File: src/rtl/branch_pkg.sv
// rtl/branch_pkg.sv - shared comparator op codes, funct3 constants and resolver states
package branch_pkg;

    // Comparator op codes, shared with the ALU comparator
    localparam logic [4:0] CMP_BEQ  = 5'd0;
    localparam logic [4:0] CMP_BNE  = 5'd1;
    localparam logic [4:0] CMP_BLT  = 5'd2;
    localparam logic [4:0] CMP_BGE  = 5'd3;
    localparam logic [4:0] CMP_BLTU = 5'd4;
    localparam logic [4:0] CMP_BGEU = 5'd5;

    // RISC-V conditional branch funct3 encodings
    localparam logic [2:0] F3_BEQ  = 3'b000;
    localparam logic [2:0] F3_BNE  = 3'b001;
    localparam logic [2:0] F3_BLT  = 3'b100;
    localparam logic [2:0] F3_BGE  = 3'b101;
    localparam logic [2:0] F3_BLTU = 3'b110;
    localparam logic [2:0] F3_BGEU = 3'b111;

    typedef enum logic [1:0] {
        IDLE = 2'd0,
        CMP  = 2'd1,
        EVAL = 2'd2,
        HOLD = 2'd3
    } br_state_e;

endpackage

File: src/rtl/br_op_decode.sv
// rtl/br_op_decode.sv - funct3 to comparator op code decode
module br_op_decode
    import branch_pkg::*;
(
    input  logic [2:0] funct3,
    output logic [4:0] op,
    output logic       illegal
);

    // Map branch funct3 onto comparator op; 010/011 have no branch meaning
    always_comb begin
        op      = CMP_BEQ;
        illegal = 1'b0;
        case (funct3)
            F3_BEQ:  op = CMP_BEQ;
            F3_BNE:  op = CMP_BNE;
            F3_BLT:  op = CMP_BLT;
            F3_BGE:  op = CMP_BGE;
            F3_BLTU: op = CMP_BLTU;
            F3_BGEU: op = CMP_BGEU;
            default: illegal = 1'b1;
        endcase
    end

endmodule

File: src/rtl/branch_resolver.sv
// rtl/branch_resolver.sv - conditional branch sequencer in front of the ALU comparator
module branch_resolver
    import branch_pkg::*;
#(
    parameter int XLEN = 32
) (
    input  logic            soc_clk,
    input  logic            reset,
    input  logic            flush,
    input  logic            br_valid,
    output logic            br_ready,
    input  logic [2:0]      br_funct3,
    input  logic [XLEN-1:0] br_rs1,
    input  logic [XLEN-1:0] br_rs2,
    input  logic [XLEN-1:0] br_pc,
    input  logic [XLEN-1:0] br_imm,
    output logic            dat_ready,
    output logic [XLEN-1:0] ALU_dat1,
    output logic [XLEN-1:0] ALU_dat2,
    output logic [4:0]      Instruction_to_ALU,
    input  logic            Comparator_con_met,
    output logic            res_valid,
    input  logic            res_ready,
    output logic            res_taken,
    output logic [XLEN-1:0] res_next_pc,
    output logic            res_misaligned,
    output logic            res_illegal
);

    localparam logic [XLEN-1:0] PC_STEP = XLEN'(4);

    br_state_e       state;
    logic [4:0]      dec_op;
    logic            dec_illegal;
    logic [XLEN-1:0] target_q;
    logic [XLEN-1:0] fall_q;

    br_op_decode u_op_decode (
        .funct3  (br_funct3),
        .op      (dec_op),
        .illegal (dec_illegal)
    );

    // Ready depends only on the state register plus the flush/reset gates
    assign br_ready = (state == IDLE) && !flush && !reset;

    // Resolver FSM with registered comparator strobe and result outputs
    always_ff @(posedge soc_clk) begin
        if (reset) begin
            state              <= IDLE;
            dat_ready          <= 1'b0;
            ALU_dat1           <= '0;
            ALU_dat2           <= '0;
            Instruction_to_ALU <= CMP_BEQ;
            target_q           <= '0;
            fall_q             <= '0;
            res_valid          <= 1'b0;
            res_taken          <= 1'b0;
            res_next_pc        <= '0;
            res_misaligned     <= 1'b0;
            res_illegal        <= 1'b0;
        end else if (flush) begin
            // Abort: drop any in-flight branch, operands are left as captured
            state          <= IDLE;
            dat_ready      <= 1'b0;
            res_valid      <= 1'b0;
            res_taken      <= 1'b0;
            res_next_pc    <= '0;
            res_misaligned <= 1'b0;
            res_illegal    <= 1'b0;
        end else begin
            case (state)
                IDLE: begin
                    if (br_valid && br_ready) begin
                        ALU_dat1           <= br_rs1;
                        ALU_dat2           <= br_rs2;
                        Instruction_to_ALU <= dec_op;
                        target_q           <= br_pc + br_imm;
                        fall_q             <= br_pc + PC_STEP;
                        if (dec_illegal) begin
                            // Illegal funct3 never reaches the comparator
                            state          <= HOLD;
                            res_valid      <= 1'b1;
                            res_illegal    <= 1'b1;
                            res_taken      <= 1'b0;
                            res_misaligned <= 1'b0;
                            res_next_pc    <= br_pc + PC_STEP;
                        end else begin
                            state     <= CMP;
                            dat_ready <= 1'b1;
                        end
                    end
                end
                CMP: begin
                    dat_ready <= 1'b0;
                    state     <= EVAL;
                end
                EVAL: begin
                    res_valid      <= 1'b1;
                    res_illegal    <= 1'b0;
                    res_taken      <= Comparator_con_met;
                    res_next_pc    <= Comparator_con_met ? target_q : fall_q;
                    res_misaligned <= Comparator_con_met && (target_q[1:0] != 2'b00);
                    state          <= HOLD;
                end
                HOLD: begin
                    if (res_ready) begin
                        res_valid      <= 1'b0;
                        res_taken      <= 1'b0;
                        res_next_pc    <= '0;
                        res_misaligned <= 1'b0;
                        res_illegal    <= 1'b0;
                        state          <= IDLE;
                    end
                end
                default: state <= IDLE;
            endcase
        end
    end

endmodule

File: config.mk
export PLATFORM = sky130hd
export DESIGN_NAME = branch_resolver
export DESIGN_NICKNAME = d
export VERILOG_FILES = /design/src/rtl/branch_pkg.sv /design/src/rtl/br_op_decode.sv /design/src/rtl/branch_resolver.sv
export SDC_FILE = /design/constraint.sdc
export NUM_CORES = 1
export LEC_CHECK = 0
export ABC_AREA = 1
export CORE_ASPECT_RATIO = 0.7
export CORE_UTILIZATION = 50
export CTS_CLUSTER_SIZE = 10
export DETAILED_ROUTE_END_ITERATION = 8
export GPL_ROUTABILITY_DRIVEN = 0
export PLACE_DENSITY = 0.91
export SYNTH_ARGS = -nofsm -noshare
export SYNTH_HDL_FRONTEND = slang
export SYNTH_HIERARCHICAL = 1
export SYNTH_SLANG_ARGS = --single-unit
File: constraint.sdc
create_clock -name soc_clk -period 2.65 [get_ports soc_clk]
set_clock_uncertainty 0.05 [all_clocks]
set_input_delay 0.6625 -clock soc_clk [delete_from_list [all_inputs] [get_ports soc_clk]]
set_output_delay 0.6625 -clock soc_clk [all_outputs]
set_load 0.03 [all_outputs]
==> Implementation_results.wiki, run 1 <==
{| class="wikitable"
! Metric !! Value
|-
| Final number of setup-violating endpoints || 0
|-
| Clock root buffer master || sky130_fd_sc_hd__clkbuf_16
|-
| Kind of path behind the tightest hold check || flip-flop to flip-flop
|-
| Remaining routing DRC violations || 0
|-
| Mean Syn Cell Area || 6.44 um^2
|-
| Flops & latches, synth || 172
|-
| Utilization of the core after routing || 0.706
|-
| Post-synth ARST share || 0
|-
| Dominant cells by area after synthesis || sky130_fd_sc_hd__dfxtp_1, sky130_fd_sc_hd__nand2_1, sky130_fd_sc_hd__a21oi_1, sky130_fd_sc_hd__inv_1, sky130_fd_sc_hd__ha_1
|-
| Worst setup path category || input port to flip-flop
|-
| Share of post-route cells with drive strength above 1 || 0.0853
|-
| Antenna Violating Nets Remaining || 0
|-
| Outcome || completed
|-
| Maximum level of the CTS H-tree || 4
|-
| Final critical-path required period || 2.49 ns
|-
| Mean routed wirelength per cell || 14.9 um
|-
| Number of distinct library cells after synthesis || 43
|-
| CP Launch Type || input port
|-
| Detailed Route Iter0 Violations || 1285
|-
| Via count || 11334
|-
| Post-Synthesis Cells || 1563
|-
| Max Buffers Root-to-Sink || 2
|-
| Actual slew at the worst max-slew pin || 0.751 ns
|-
| Clock tree from TritonCTS || done
|-
| Share of the clock period used by the worst path after layout || 0.939
|-
| Number of buffers inserted for hold repair after clock tree synthesis || 0
|-
| Kind of end point of the critical path || flip-flop
|-
| Leading area contributor after synthesis || sky130_fd_sc_hd__dfxtp_1
|-
| Number of setup buffers added after CTS || 0
|-
| Yosys warnings || 6
|-
| Portion of synthesized cell area occupied by the leading cell type || 0.342
|-
| Number of clock sinks || 172
|-
| Multi-input logic area || 5420 um^2
|-
| Portion of the post-synthesis area used by sequential elements || 0.342
|-
| Die Height || 121 um
|-
| Number of global-route vias before repair || 10279
|-
| Worst EP required || 2.96 ns
|-
| Overflow after GRT || 0
|-
| Highest clock frequency the design can meet || 0.402 GHz
|-
| Avg Vias per Cell || 5.31
|-
| Number of search-and-repair iterations in the first detailed-routing pass || 6
|-
| Largest net degree at the start of global routing || 72
|-
| Slowest cell on crit path || sky130_fd_sc_hd__fa_1
|-
| Number of antenna violations at the first check in global routing || 0
|-
| Slowest cell delay on critical path || 0.48 ns
|-
| Filler cell count || 1563
|-
| Total standard cell area after synthesis || 10100 um^2
|-
| Cell Rows || 43
|-
| Total routing resource utilization after global routing || 0.304
|-
| Pwr dens || 510 nW/um^2
|-
| Worst voltage drop across the vdd grid || 0.000398 V
|-
| Most common cell type on the critical path || sky130_fd_sc_hd__nand3_1
|-
| Area inside the core boundary || 19700 um^2
|-
| Post-CTS resize count || 0
|-
| Antenna fix cells || 0
|-
| Port-buffer cells || 243
|-
| Final HPWL DP || 24400 um
|-
| Cells along the critical path || clkdlybuf4s50_1 -> ha_1 -> fa_1 -> nand3_1 -> nand3_1 -> nand3_1 -> nand3_1 -> nand2_1 -> nand3_1 -> nand2_1 -> nor2_1 -> nor2_1
|-
| Top flip-flop cell by instance count after synthesis || sky130_fd_sc_hd__dfxtp_1
|-
| Global-route wire length before repair || 50000 um
|-
| Setup repair after global routing missed its margin || false
|-
| Remaining max-slew budget at the tightest pin || 0.499
|-
| Top-Level Pins || 244
|-
| Number of pins exceeding their max-slew limit in the final report || 0
|-
| TritonCTS Buffers || 17
|-
| CP Max Fanout || 4
|-
| Clock-pin slew of the registers on the worst-case setup and hold paths || 0.07 ns
|-
| Standby leakage power || 6.51 nW
|-
| Horizontal die dimension || 172 um
|-
| Post-place setup slack || -0.241 ns
|-
| Max-capacitance violation count || 0
|-
| Post-layout nets || 2025
|-
| Clk Latency, worst-skew pair || 0.42 ns
|-
| Initial core utilization || 0.510
|-
| Wire length after detailed routing || 31900 um
|-
| Area delta synth->final || 38.3%
|-
| Post-synth EDFFs || 0
|-
| Critical path data arrival time || 2.80 ns
|-
| Number of hold-slack violations in the final timing report || 0
|-
| PnR worst setup slack || 0.161 ns
|-
| Total Die Area || 20700 um^2
|-
| FF+latch area || 3440 um^2
|}
-- routing by layer --
metal | routed length, um | part of all wire | vias to the layer above | GRT usage
met1 | 13200 | 0.41 | 5119 | 0.397
li1 | - | - | 5502 | -
met3 | 3630 | 0.11 | 82 | 0.0736
met4 | 850 | 0.027 | 0 | 0.0910
met5 | 0 | 0 | - | 0
met2 | 14200 | 0.44 | 631 | 0.492
-- cells by family after synthesis --
kind of cell / count (synthesis) / share of synthesized area
AO/OA/AOI/OAI: 342 / 0.183
buffers and inverters: 301 / 0.121
flip-flops: 172 / 0.342
other: 1 / 0.000372
AND/OR/NAND/NOR: 670 / 0.273
XOR/XNOR: 39 / 0.0339
adder cells (fa/ha/maj): 38 / 0.0479
-- critical path, delay by kind of cell --
family	cells	cell delay [ns]
and+or+nand+nor	9	0.96
buffers and inverters	1	0.44
adders and majority gates	2	0.74
-- through the flow --
step | total power, mW | hold slack, ns | cells | TNS (ns) | area (um^2)
after global routing | 7.41 | 0.424 | 2133 | 0 | 13900
after floorplan | 3.68 | 0.375 | 1564 | 0 | 10100
after global placement | 4.34 | 0.384 | 2101 | -1.00 | 13300
after detailed placement | 4.39 | 0.390 | 2101 | -2.72 | 13300
after CTS | 7.12 | 0.400 | 2133 | 0 | 13900
final | 7.11 | 0.403 | 2133 | 0 | 13900
-- cells in the final DEF (no fill, tap or decap), drive strengths merged, types with 2 or more instances in the layout --
cell,synthesis,routed
xor2,31,31
buf,39,95
clkinv,2,6
nor3,15,15
o211ai,6,6
o21a,4,4
clkdlybuf4s50,0,241
nand3,53,53
a31oi,2,2
nand4,7,7
clkbuf,30,19
a21o,3,3
nand3b,2,2
nor2,115,115
nand2,475,475
a211oi,3,3
o21ai,110,110
dfxtp,172,172
ha,37,37
inv,230,235
bufinv,0,4
conb,1,2
a21oi,181,181
xnor2,8,8
o22ai,4,4
o21bai,26,26
-- cell usage after synthesis (2+ instances only) --
cell type / number
sky130_fd_sc_hd__inv_1: 225
sky130_fd_sc_hd__xnor2_1: 8
sky130_fd_sc_hd__buf_4: 8
sky130_fd_sc_hd__clkbuf_1: 30
sky130_fd_sc_hd__o21a_1: 4
sky130_fd_sc_hd__nor2_4: 4
sky130_fd_sc_hd__a31oi_1: 2
sky130_fd_sc_hd__nand3_2: 3
sky130_fd_sc_hd__nand3b_1: 2
sky130_fd_sc_hd__o21ai_0: 91
sky130_fd_sc_hd__nor3_1: 12
sky130_fd_sc_hd__dfxtp_1: 172
sky130_fd_sc_hd__buf_2: 24
sky130_fd_sc_hd__a211oi_1: 3
sky130_fd_sc_hd__o211ai_1: 6
sky130_fd_sc_hd__nand2_2: 3
sky130_fd_sc_hd__o21bai_1: 26
sky130_fd_sc_hd__a21oi_1: 180
sky130_fd_sc_hd__nor2_1: 104
sky130_fd_sc_hd__nor3_2: 3
sky130_fd_sc_hd__nand2_1: 470
sky130_fd_sc_hd__a21o_1: 3
sky130_fd_sc_hd__nand2_4: 2
sky130_fd_sc_hd__buf_1: 4
sky130_fd_sc_hd__buf_6: 3
sky130_fd_sc_hd__o22ai_1: 4
sky130_fd_sc_hd__xor2_1: 31
sky130_fd_sc_hd__clkinv_2: 2
sky130_fd_sc_hd__nand3_1: 50
sky130_fd_sc_hd__o21ai_1: 19
sky130_fd_sc_hd__nand4_1: 7
sky130_fd_sc_hd__ha_1: 37
sky130_fd_sc_hd__inv_2: 5
sky130_fd_sc_hd__nor2_2: 7
-- cell type report --
class	instances	share of cell area
clock buffers	19	0.0318
inverters	232	0.0628
well taps	270	0.0242
multi-input cells	1091	0.389
flip-flops and latches	172	0.247
clock inverters	13	0.0145
repair buffers	336	0.231
-- final timing paths --
path | startpoint | end | slack [ns] | cells past startpoint
max | br_pc[0] | target_q[28] | 0.16 | 12
min | fall_q[0] | fall_q[0] | 0.40 | 2
max reg2reg | state[0] | fall_q[20] | 0.57 | 10
min reg2reg | fall_q[0] | fall_q[0] | 0.40 | 2
-- registers in the layout (all words and copies together) (netlist names) --
name and cells:
ALU_dat2 32, target_q 32, res_misaligned 1, Instruction_to_ALU 5, res_valid 1, dat_ready 1, state 2, res_taken 1
res_illegal 1, fall_q 32, ALU_dat1 32, res_next_pc 32
-- power by group --
| group | total, mW | leakage [nW] | switching [mW] | internal [mW] |
|---|---|---|---|---|
| logic | 1.62 | 4.79 | 0.932 | 0.693 |
| clock network | 2.74 | 0.318 | 1.10 | 1.64 |
| registers | 2.75 | 1.40 | 0.0545 | 2.69 |
Note: power is estimated with default switching activity, not from simulation.
==> inputs of run 2 (changes only) <==
--- a/config.mk
+++ b/config.mk
@@ -7,7 +7,9 @@
 export LEC_CHECK = 0
 export ABC_AREA = 1
 export CORE_ASPECT_RATIO = 0.7
+export CORE_MARGIN = 2
 export CORE_UTILIZATION = 50
+export CTS_CLUSTER_DIAMETER = 120
 export CTS_CLUSTER_SIZE = 10
 export DETAILED_ROUTE_END_ITERATION = 8
 export GPL_ROUTABILITY_DRIVEN = 0
==> run 2 against run 1 <==
Critical path depth is 1 higher; final cell count is 0.52% higher; sequential cell count unchanged; die area up 2.8%; non-clock buffer count rose by 11; first-iteration DRC count fell by 11%; register-to-register slack better by 0.09 ns; clock-buffer cell count unchanged; critical endpoint is now target_q[24]; largest cell class unchanged; largest power group unchanged.
==> Implementation_results.wiki, run 2 (synthesized netlist as in run 1, its figures left out) <==
{| class="wikitable"
! Metric !! Value
|-
| Hold endpoint || ALU_dat2[20]
|-
| Post-Route Setup TNS || 0 ns (unchanged)
|-
| Cell Rows || 43 (unchanged)
|-
| Final HPWL DP || 24700 um (+1.3%)
|-
| Max-capacitance violation count || 0 (unchanged)
|-
| Avg Vias per Cell || 5.31 (about the same)
|-
| Remaining max-slew budget at the tightest pin || 0.584 (+0.0846)
|-
| Slowest cell delay on critical path || 0.46 ns (-0.02 ns)
|-
| Kind of path behind the tightest hold check || flip-flop to flip-flop
|-
| Utilization of the core after routing || 0.705 (-0.00103)
|-
| Total Die Area || 21300 um^2 (+2.8%)
|-
| Outcome || completed
|-
| Number of antenna violations at the first check in global routing || 0 (unchanged)
|-
| Initial core utilization || 0.509 (-0.00139)
|-
| Mean routed wirelength per cell || 15.1 um (+0.79%)
|-
| Clk Latency, worst-skew pair || 0.41 ns (about the same)
|-
| Number of buffers inserted for hold repair after clock tree synthesis || 0 (unchanged)
|-
| Clock root buffer master || sky130_fd_sc_hd__clkbuf_16
|-
| Number of clock sinks || 172 (unchanged)
|-
| Crit path max-delay family || simple AND/OR/NAND/NOR gates
|-
| TritonCTS Buffers || 17 (unchanged)
|-
| Final hold slack || 0.413 ns (+0.0102 ns)
|-
| CP Launch Type || input port
|-
| Maximum level of the CTS H-tree || 4 (unchanged)
|-
| Number of cells on the worst hold path || 2 (unchanged)
|-
| Summed area of non-filler cells in the final layout || 14000 um^2 (+0.13%)
|-
| Cells along the critical path || clkdlybuf4s50_1 -> ha_1 -> fa_1 -> nand3_1 -> nand3_1 -> nand2_1 -> nand2_1 -> nand3_1 -> nand3_1 -> nand2_1 -> nand3_1 -> nand2_1 -> inv_1
|-
| Final critical-path required period || 2.49 ns (-0.00274 ns)
|-
| Multi-input logic area || 5420 um^2 (unchanged)
|-
| Overflow after GRT || 0 (unchanged)
|-
| Area delta synth->final || 38.5%
|-
| Pwr dens || 496 nW/um^2 (-2.8%)
|-
| Top-Level Pins || 244 (unchanged)
|-
| Worst voltage drop across the vdd grid || 0.000393 V (-1.3%)
|-
| Top library cells by usage in the layout, fill and taps aside || sky130_fd_sc_hd__nand2_1, sky130_fd_sc_hd__clkdlybuf4s50_1, sky130_fd_sc_hd__inv_1
|-
| Final number of setup-violating endpoints || 0 (unchanged)
|-
| Highest clock frequency the design can meet || 0.402 GHz (+0.11%)
|-
| Global-route wire length before repair || 51300 um (+2.6%)
|-
| Die Height || 123 um (+1.7%)
|-
| Post-layout nets || 2036 (+0.54%)
|-
| Number of setup buffers added after CTS || 0 (unchanged)
|-
| Actual slew at the worst max-slew pin || 0.624 ns (-0.127 ns)
|-
| Largest net degree at the start of global routing || 68 (-5.6%)
|-
| Kind of end point of the critical path || flip-flop
|-
| Critical path data arrival time || 2.75 ns (-0.05 ns)
|-
| Wire length after detailed routing || 32300 um (+1.3%)
|-
| Port-buffer cells || 243 (unchanged)
|-
| Critical path buffers and inverters || 2 (+1)
|-
| Clock-pin slew of the registers on the worst-case setup and hold paths || 0.07 ns (about the same)
|-
| Via count || 11394 (+0.53%)
|-
| Clock tree from TritonCTS || done
|-
| Flop-to-flop setup slack || 0.66 ns (+0.09 ns)
|-
| Register-to-Register Path Depth || 7 (-3)
|-
| Number of hold-slack violations in the final timing report || 0 (unchanged)
|-
| Filler cell count || 1605 (+2.7%)
|-
| Area inside the core boundary || 19800 um^2 (+0.27%)
|-
| Slowest cell on crit path || sky130_fd_sc_hd__fa_1
|-
| Detailed Route Iter0 Violations || 1143 (-11%)
|-
| Power Total || 6.92 mW (-2.7%)
|-
| Share of the clock period used by the worst path after layout || 0.938 (-0.00104)
|-
| Setup repair after global routing missed its margin || false
|-
| Post-route insts no fill || 2144 (+0.52%)
|-
| Worst setup path category || input port to flip-flop
|-
| RR Startpoint || state[0]
|-
| CP Max Fanout || 4 (unchanged)
|-
| Post-CTS resize count || 0 (unchanged)
|-
| Number of pins exceeding their max-slew limit in the final report || 0 (unchanged)
|-
| Total routing resource utilization after global routing || 0.296 (-0.00709)
|-
| Share of post-route cells with drive strength above 1 || 0.0907 (+0.00537)
|-
| Antenna Violating Nets Remaining || 0 (unchanged)
|-
| Most common cell type on the critical path || sky130_fd_sc_hd__nand3_1
|-
| Most frequent standard cell in the layout excluding fill and tap cells || sky130_fd_sc_hd__nand2_1
|-
| Number of search-and-repair iterations in the first detailed-routing pass || 6 (unchanged)
|-
| Standby leakage power || 6.51 nW (about the same)
|-
| Horizontal die dimension || 174 um (+1.2%)
|-
| Area post-placement || 13400 um^2 (+0.53%)
|-
| Worst EP required || 2.91 ns (-0.05 ns)
|-
| FF+latch area || 3440 um^2 (unchanged)
|-
| Worst reg2reg endpoint || res_next_pc[5]
|-
| Max Buffers Root-to-Sink || 2 (unchanged)
|-
| Post-place setup slack || -0.250 ns (-0.00849 ns)
|-
| Min-delay src || ALU_dat2[20]
|-
| PnR worst setup slack || 0.163 ns (+0.00274 ns)
|-
| Antenna fix cells || 0 (unchanged)
|-
| Number of global-route vias before repair || 10641 (+3.5%)
|-
| Post-placement cell count || 2112 (+0.52%)
|-
| Remaining routing DRC violations || 0 (unchanged)
|}
[run 2: power breakdown]
part / leakage, nW / total (mW) / internal [mW] / switching (mW)
Combinational: 4.84 / 1.65 / 0.713 / 0.939
Sequential: 1.40 / 2.75 / 2.70 / 0.0540
Clock: 0.274 / 2.52 / 1.44 / 1.09
[run 2: worst max-delay path by stage]
stage,start,end,slack (ns),cells after the start
6_report,br_pc[0],target_q[24],0.16,13
2_1_floorplan,br_pc[0],target_q[20],0.46,12
4_1_cts,br_pc[0],target_q[20],0.18,13
3_3_place_gp,br_pc[0],target_q[20],-0.16,13
5_1_grt,br_pc[0],target_q[20],0.03,13
3_5_place_dp,br_pc[0],target_q[20],-0.25,13
[run 2: final cells by class]
cell class	count	share of cell area
clock buffers	19	0.0317
clock inverters	13	0.0108
inverters	232	0.0627
multi-input cells	1091	0.388
flip-flops and latches	172	0.247
well taps	270	0.0242
repair buffers	347	0.235
[run 2: worst min-delay path, cell delays in order (launching register included)]
cell and delay (ns):
sky130_fd_sc_hd__dfxtp_1 0.31, sky130_fd_sc_hd__nand2_1 0.06, sky130_fd_sc_hd__a21oi_1 0.05
[run 2: per-layer routing]
| metal | part of all wire | GRT usage | vias up | routed length (um) |
|---|---|---|---|---|
| li1 | - | - | 5520 | - |
| met1 | 0.42 | 0.393 | 5146 | 13500 |
| met2 | 0.44 | 0.481 | 651 | 14100 |
| met3 | 0.12 | 0.0734 | 77 | 3780 |
| met4 | 0.026 | 0.0903 | 0 | 838 |
| met5 | 0 | 0 | - | 0 |
==> inputs of run 3 (changes only) <==
--- a/config.mk
+++ b/config.mk
@@ -14,6 +14,7 @@
 export DETAILED_ROUTE_END_ITERATION = 8
 export GPL_ROUTABILITY_DRIVEN = 0
 export PLACE_DENSITY = 0.91
+export SETUP_SLACK_MARGIN = 0.05
 export SYNTH_ARGS = -nofsm -noshare
 export SYNTH_HDL_FRONTEND = slang
 export SYNTH_HIERARCHICAL = 1
==> run 3 against run 2 <==
Clock-buffer cell count stayed put; setup slack better by 0.070 ns; non-clock buffer count is the same; sequential share of layout area hardly changed; final cell count is the same; die area is the same; via count fell by 0.35%; register-to-register slack about the same.
==> Implementation_results.wiki, run 3 (synthesized netlist as in run 1, its figures left out) <==
{| class="wikitable"
! Metric !! Value
|-
| Number of clock sinks || 172 (unchanged)
|-
| Met3 WL || 3720 um (-1.7%)
|-
| Share of post-route cells with drive strength above 1 || 0.0912 (+0.000534)
|-
| Part of the total power dissipated in sequential elements || 0.397 (about the same)
|-
| Port-buffer cells || 243 (unchanged)
|-
| Max-capacitance violation count || 0 (unchanged)
|-
| FF+latch area || 3440 um^2 (unchanged)
|-
| Slowest cell on crit path || sky130_fd_sc_hd__clkdlybuf4s50_1
|-
| Crit path max-delay family || simple AND/OR/NAND/NOR gates
|-
| Standby leakage power || 6.51 nW (about the same)
|-
| Avg Vias per Cell || 5.30 (-0.35%)
|-
| Net Switching || 2.09 mW (+0.20%)
|-
| Worst setup path category || input port to flip-flop
|-
| Area inside the core boundary || 19800 um^2 (unchanged)
|-
| Largest net degree at the start of global routing || 68 (unchanged)
|-
| Number of global-route vias before repair || 10641 (unchanged)
|-
| Via count || 11354 (-0.35%)
|-
| Kind of end point of the critical path || flip-flop
|-
| Clock tree from TritonCTS || done
|-
| Final number of setup-violating endpoints || 0 (unchanged)
|-
| Highest clock frequency the design can meet || 0.414 GHz (+2.9%)
|-
| Switch share || 0.301 (+0.000401)
|-
| Filler cell count || 1604 (-0.062%)
|-
| Number of antenna violations at the first check in global routing || 0 (unchanged)
|-
| Top Metal Used || met4
|-
| Critical path buffers and inverters || 2 (unchanged)
|-
| TritonCTS Buffers || 17 (unchanged)
|-
| Number of search-and-repair iterations in the first detailed-routing pass || 5 (-1)
|-
| Sum of routed wire segments on met1 || 13700 um (+1.0%)
|-
| Total routing resource utilization after global routing || 0.296 (unchanged)
|-
| Relative contribution of combinational cells to total power || 0.239 (about the same)
|-
| Mean routed wirelength per cell || 15.1 um (+0.21%)
|-
| Post-Route Setup TNS || 0 ns (unchanged)
|-
| Outcome || completed
|-
| Pwr dens || 497 nW/um^2 (about the same)
|-
| Detailed Route Iter0 Violations || 1120 (-2.0%)
|-
| Share of the clock period used by the worst path after layout || 0.912 (-0.0264)
|-
| Cells along the critical path || clkdlybuf4s50_1 -> ha_1 -> fa_2 -> nand3_1 -> nand3_1 -> nand3_1 -> nand3_1 -> nand3_1 -> nand2_1 -> nand2_1 -> nand3_1 -> nand2_1 -> inv_1
|-
| Number of pins exceeding their max-slew limit in the final report || 0 (unchanged)
|-
| Area delta synth->final || 38.5% (about the same)
|-
| Antenna Violating Nets Remaining || 0 (unchanged)
|-
| Slowest cell delay on critical path || 0.43 ns (-0.03 ns)
|-
| Clk Latency, worst-skew pair || 0.41 ns (about the same)
|-
| Overflow after GRT || 0 (unchanged)
|-
| Most frequent standard cell in the layout excluding fill and tap cells || sky130_fd_sc_hd__nand2_1
|-
| Horizontal die dimension || 174 um (unchanged)
|-
| Final critical-path required period || 2.42 ns (-0.0699 ns)
|-
| Multi-input logic area || 5420 um^2 (about the same)
|-
| Clock-pin slew of the registers on the worst-case setup and hold paths || 0.07 ns (about the same)
|-
| Routed wire length on met2 || 14200 um (+0.33%)
|-
| Share of power burned in the clock network || 0.365 (about the same)
|-
| Remaining max-slew budget at the tightest pin || 0.573 (-0.0107)
|-
| Top library cells by usage in the layout, fill and taps aside || sky130_fd_sc_hd__nand2_1, sky130_fd_sc_hd__clkdlybuf4s50_1, sky130_fd_sc_hd__inv_1
|-
| Antenna fix cells || 0 (unchanged)
|-
| Clock root buffer master || sky130_fd_sc_hd__clkbuf_16
|-
| Number of buffers inserted for hold repair after clock tree synthesis || 0 (unchanged)
|-
| Remaining routing DRC violations || 0 (unchanged)
|-
| Total Die Area || 21300 um^2 (unchanged)
|-
| Number of hold-slack violations in the final timing report || 0 (unchanged)
|-
| Global-route wire length before repair || 51300 um (unchanged)
|-
| Top-Level Pins || 244 (unchanged)
|-
| Wire length after detailed routing || 32300 um (+0.21%)
|-
| Initial core utilization || 0.509 (unchanged)
|-
| Post-layout nets || 2036 (unchanged)
|-
| Setup repair after global routing missed its margin || false
|-
| CP Max Fanout || 4 (unchanged)
|-
| Maximum level of the CTS H-tree || 4 (unchanged)
|-
| Cell Rows || 43 (unchanged)
|-
| Max Buffers Root-to-Sink || 2 (unchanged)
|-
| Kind of path behind the tightest hold check || flip-flop to flip-flop
|-
| CP Launch Type || input port
|-
| Final HPWL DP || 24700 um (unchanged)
|-
| Worst voltage drop across the vdd grid || 0.000393 V (about the same)
|-
| Critical path data arrival time || 2.68 ns (-0.07 ns)
|-
| Total internal power || 4.84 mW (about the same)
|-
| Final hold slack || 0.413 ns (-0.0000430 ns)
|-
| Worst EP required || 2.91 ns (about the same)
|-
| Actual slew at the worst max-slew pin || 0.640 ns (+0.0160 ns)
|-
| Die Height || 123 um (unchanged)
|-
| Most common cell type on the critical path || sky130_fd_sc_hd__nand3_1
|}
-- run 3: changes by cell type in the layout (fill, tap and decap cells not counted) --
cell	before	now
sky130_fd_sc_hd__fa_1	1	0
sky130_fd_sc_hd__fa_2	0	1
-- run 3: stage by stage --
| step | utilization | instances | instance area (um^2) | worst slack [ns] | power, mW |
|---|---|---|---|---|---|
| 2_1_floorplan | - | 1564 | 10100 | 0.465 | 3.68 |
| 3_3_place_gp | 0.675 | 2112 | 13400 | -0.162 | 4.37 |
| 3_5_place_dp | 0.675 | 2112 | 13400 | -0.250 | 4.42 |
| 4_1_cts | 0.705 | 2144 | 14000 | 0.182 | 6.92 |
| 5_1_grt | 0.705 | 2144 | 14000 | 0.118 | 7.22 |
| 6_report | 0.705 | 2144 | 14000 | 0.233 | 6.93 |
-- run 3: worst paths after layout --
kind,depth (start not counted),slack (ns),start,endpoint
min,2,0.41,ALU_dat2[20],ALU_dat2[20]
min reg2reg,2,0.41,ALU_dat2[20],ALU_dat2[20]
max reg2reg,11,0.66,state[0],res_next_pc[31]
max,13,0.23,br_pc[0],target_q[20]
-- run 3: power by group through the flow --
stage / clock network, mW / registers (mW) / logic [mW]
final: 2.53 / 2.75 / 1.65
after global routing: 2.66 / 2.76 / 1.80
after CTS: 2.55 / 2.75 / 1.62
after detailed placement: 0 / 2.80 / 1.61
after global placement: 0 / 2.80 / 1.57
after floorplan: 0 / 2.90 / 0.787
-- run 3: final cells by class --
cell class	count	area share
Inverter	232	0.0627
Timing Repair Buffer	347	0.235
Clock buffer	19	0.0317
Sequential cell	172	0.247
Clock inverter	13	0.0108
Tap cell	270	0.0242
Multi-Input combinational cell	1091	0.389
-- run 3: per-layer routing --
metal / GRT usage / vias up
met5: 0 / -
met3: 0.0734 / 70
met1: 0.393 / 5127
met2: 0.481 / 634
li1: - / 5523
met4: 0.0903 / 0
-- run 3: worst reg2reg max path, stage by stage (launching register included) --
cell,delay [ns]
sky130_fd_sc_hd__dfxtp_1,0.37
sky130_fd_sc_hd__inv_1,0.11
sky130_fd_sc_hd__ha_1,0.24
sky130_fd_sc_hd__inv_1,0.12
sky130_fd_sc_hd__nor2_4,0.07
sky130_fd_sc_hd__nand2_4,0.10
sky130_fd_sc_hd__nand2_2,0.07
sky130_fd_sc_hd__nand3_2,0.08
sky130_fd_sc_hd__clkinv_2,0.17
sky130_fd_sc_hd__buf_12,0.22
sky130_fd_sc_hd__o21ai_0,0.21
sky130_fd_sc_hd__a21oi_1,0.06
-- run 3: what timing repair did --
item / 4_1_cts / 5_1_grt
buffers inserted: 0 / 0
gates resized for setup: 0 / 1
setup endpoints to repair: 0 / 1
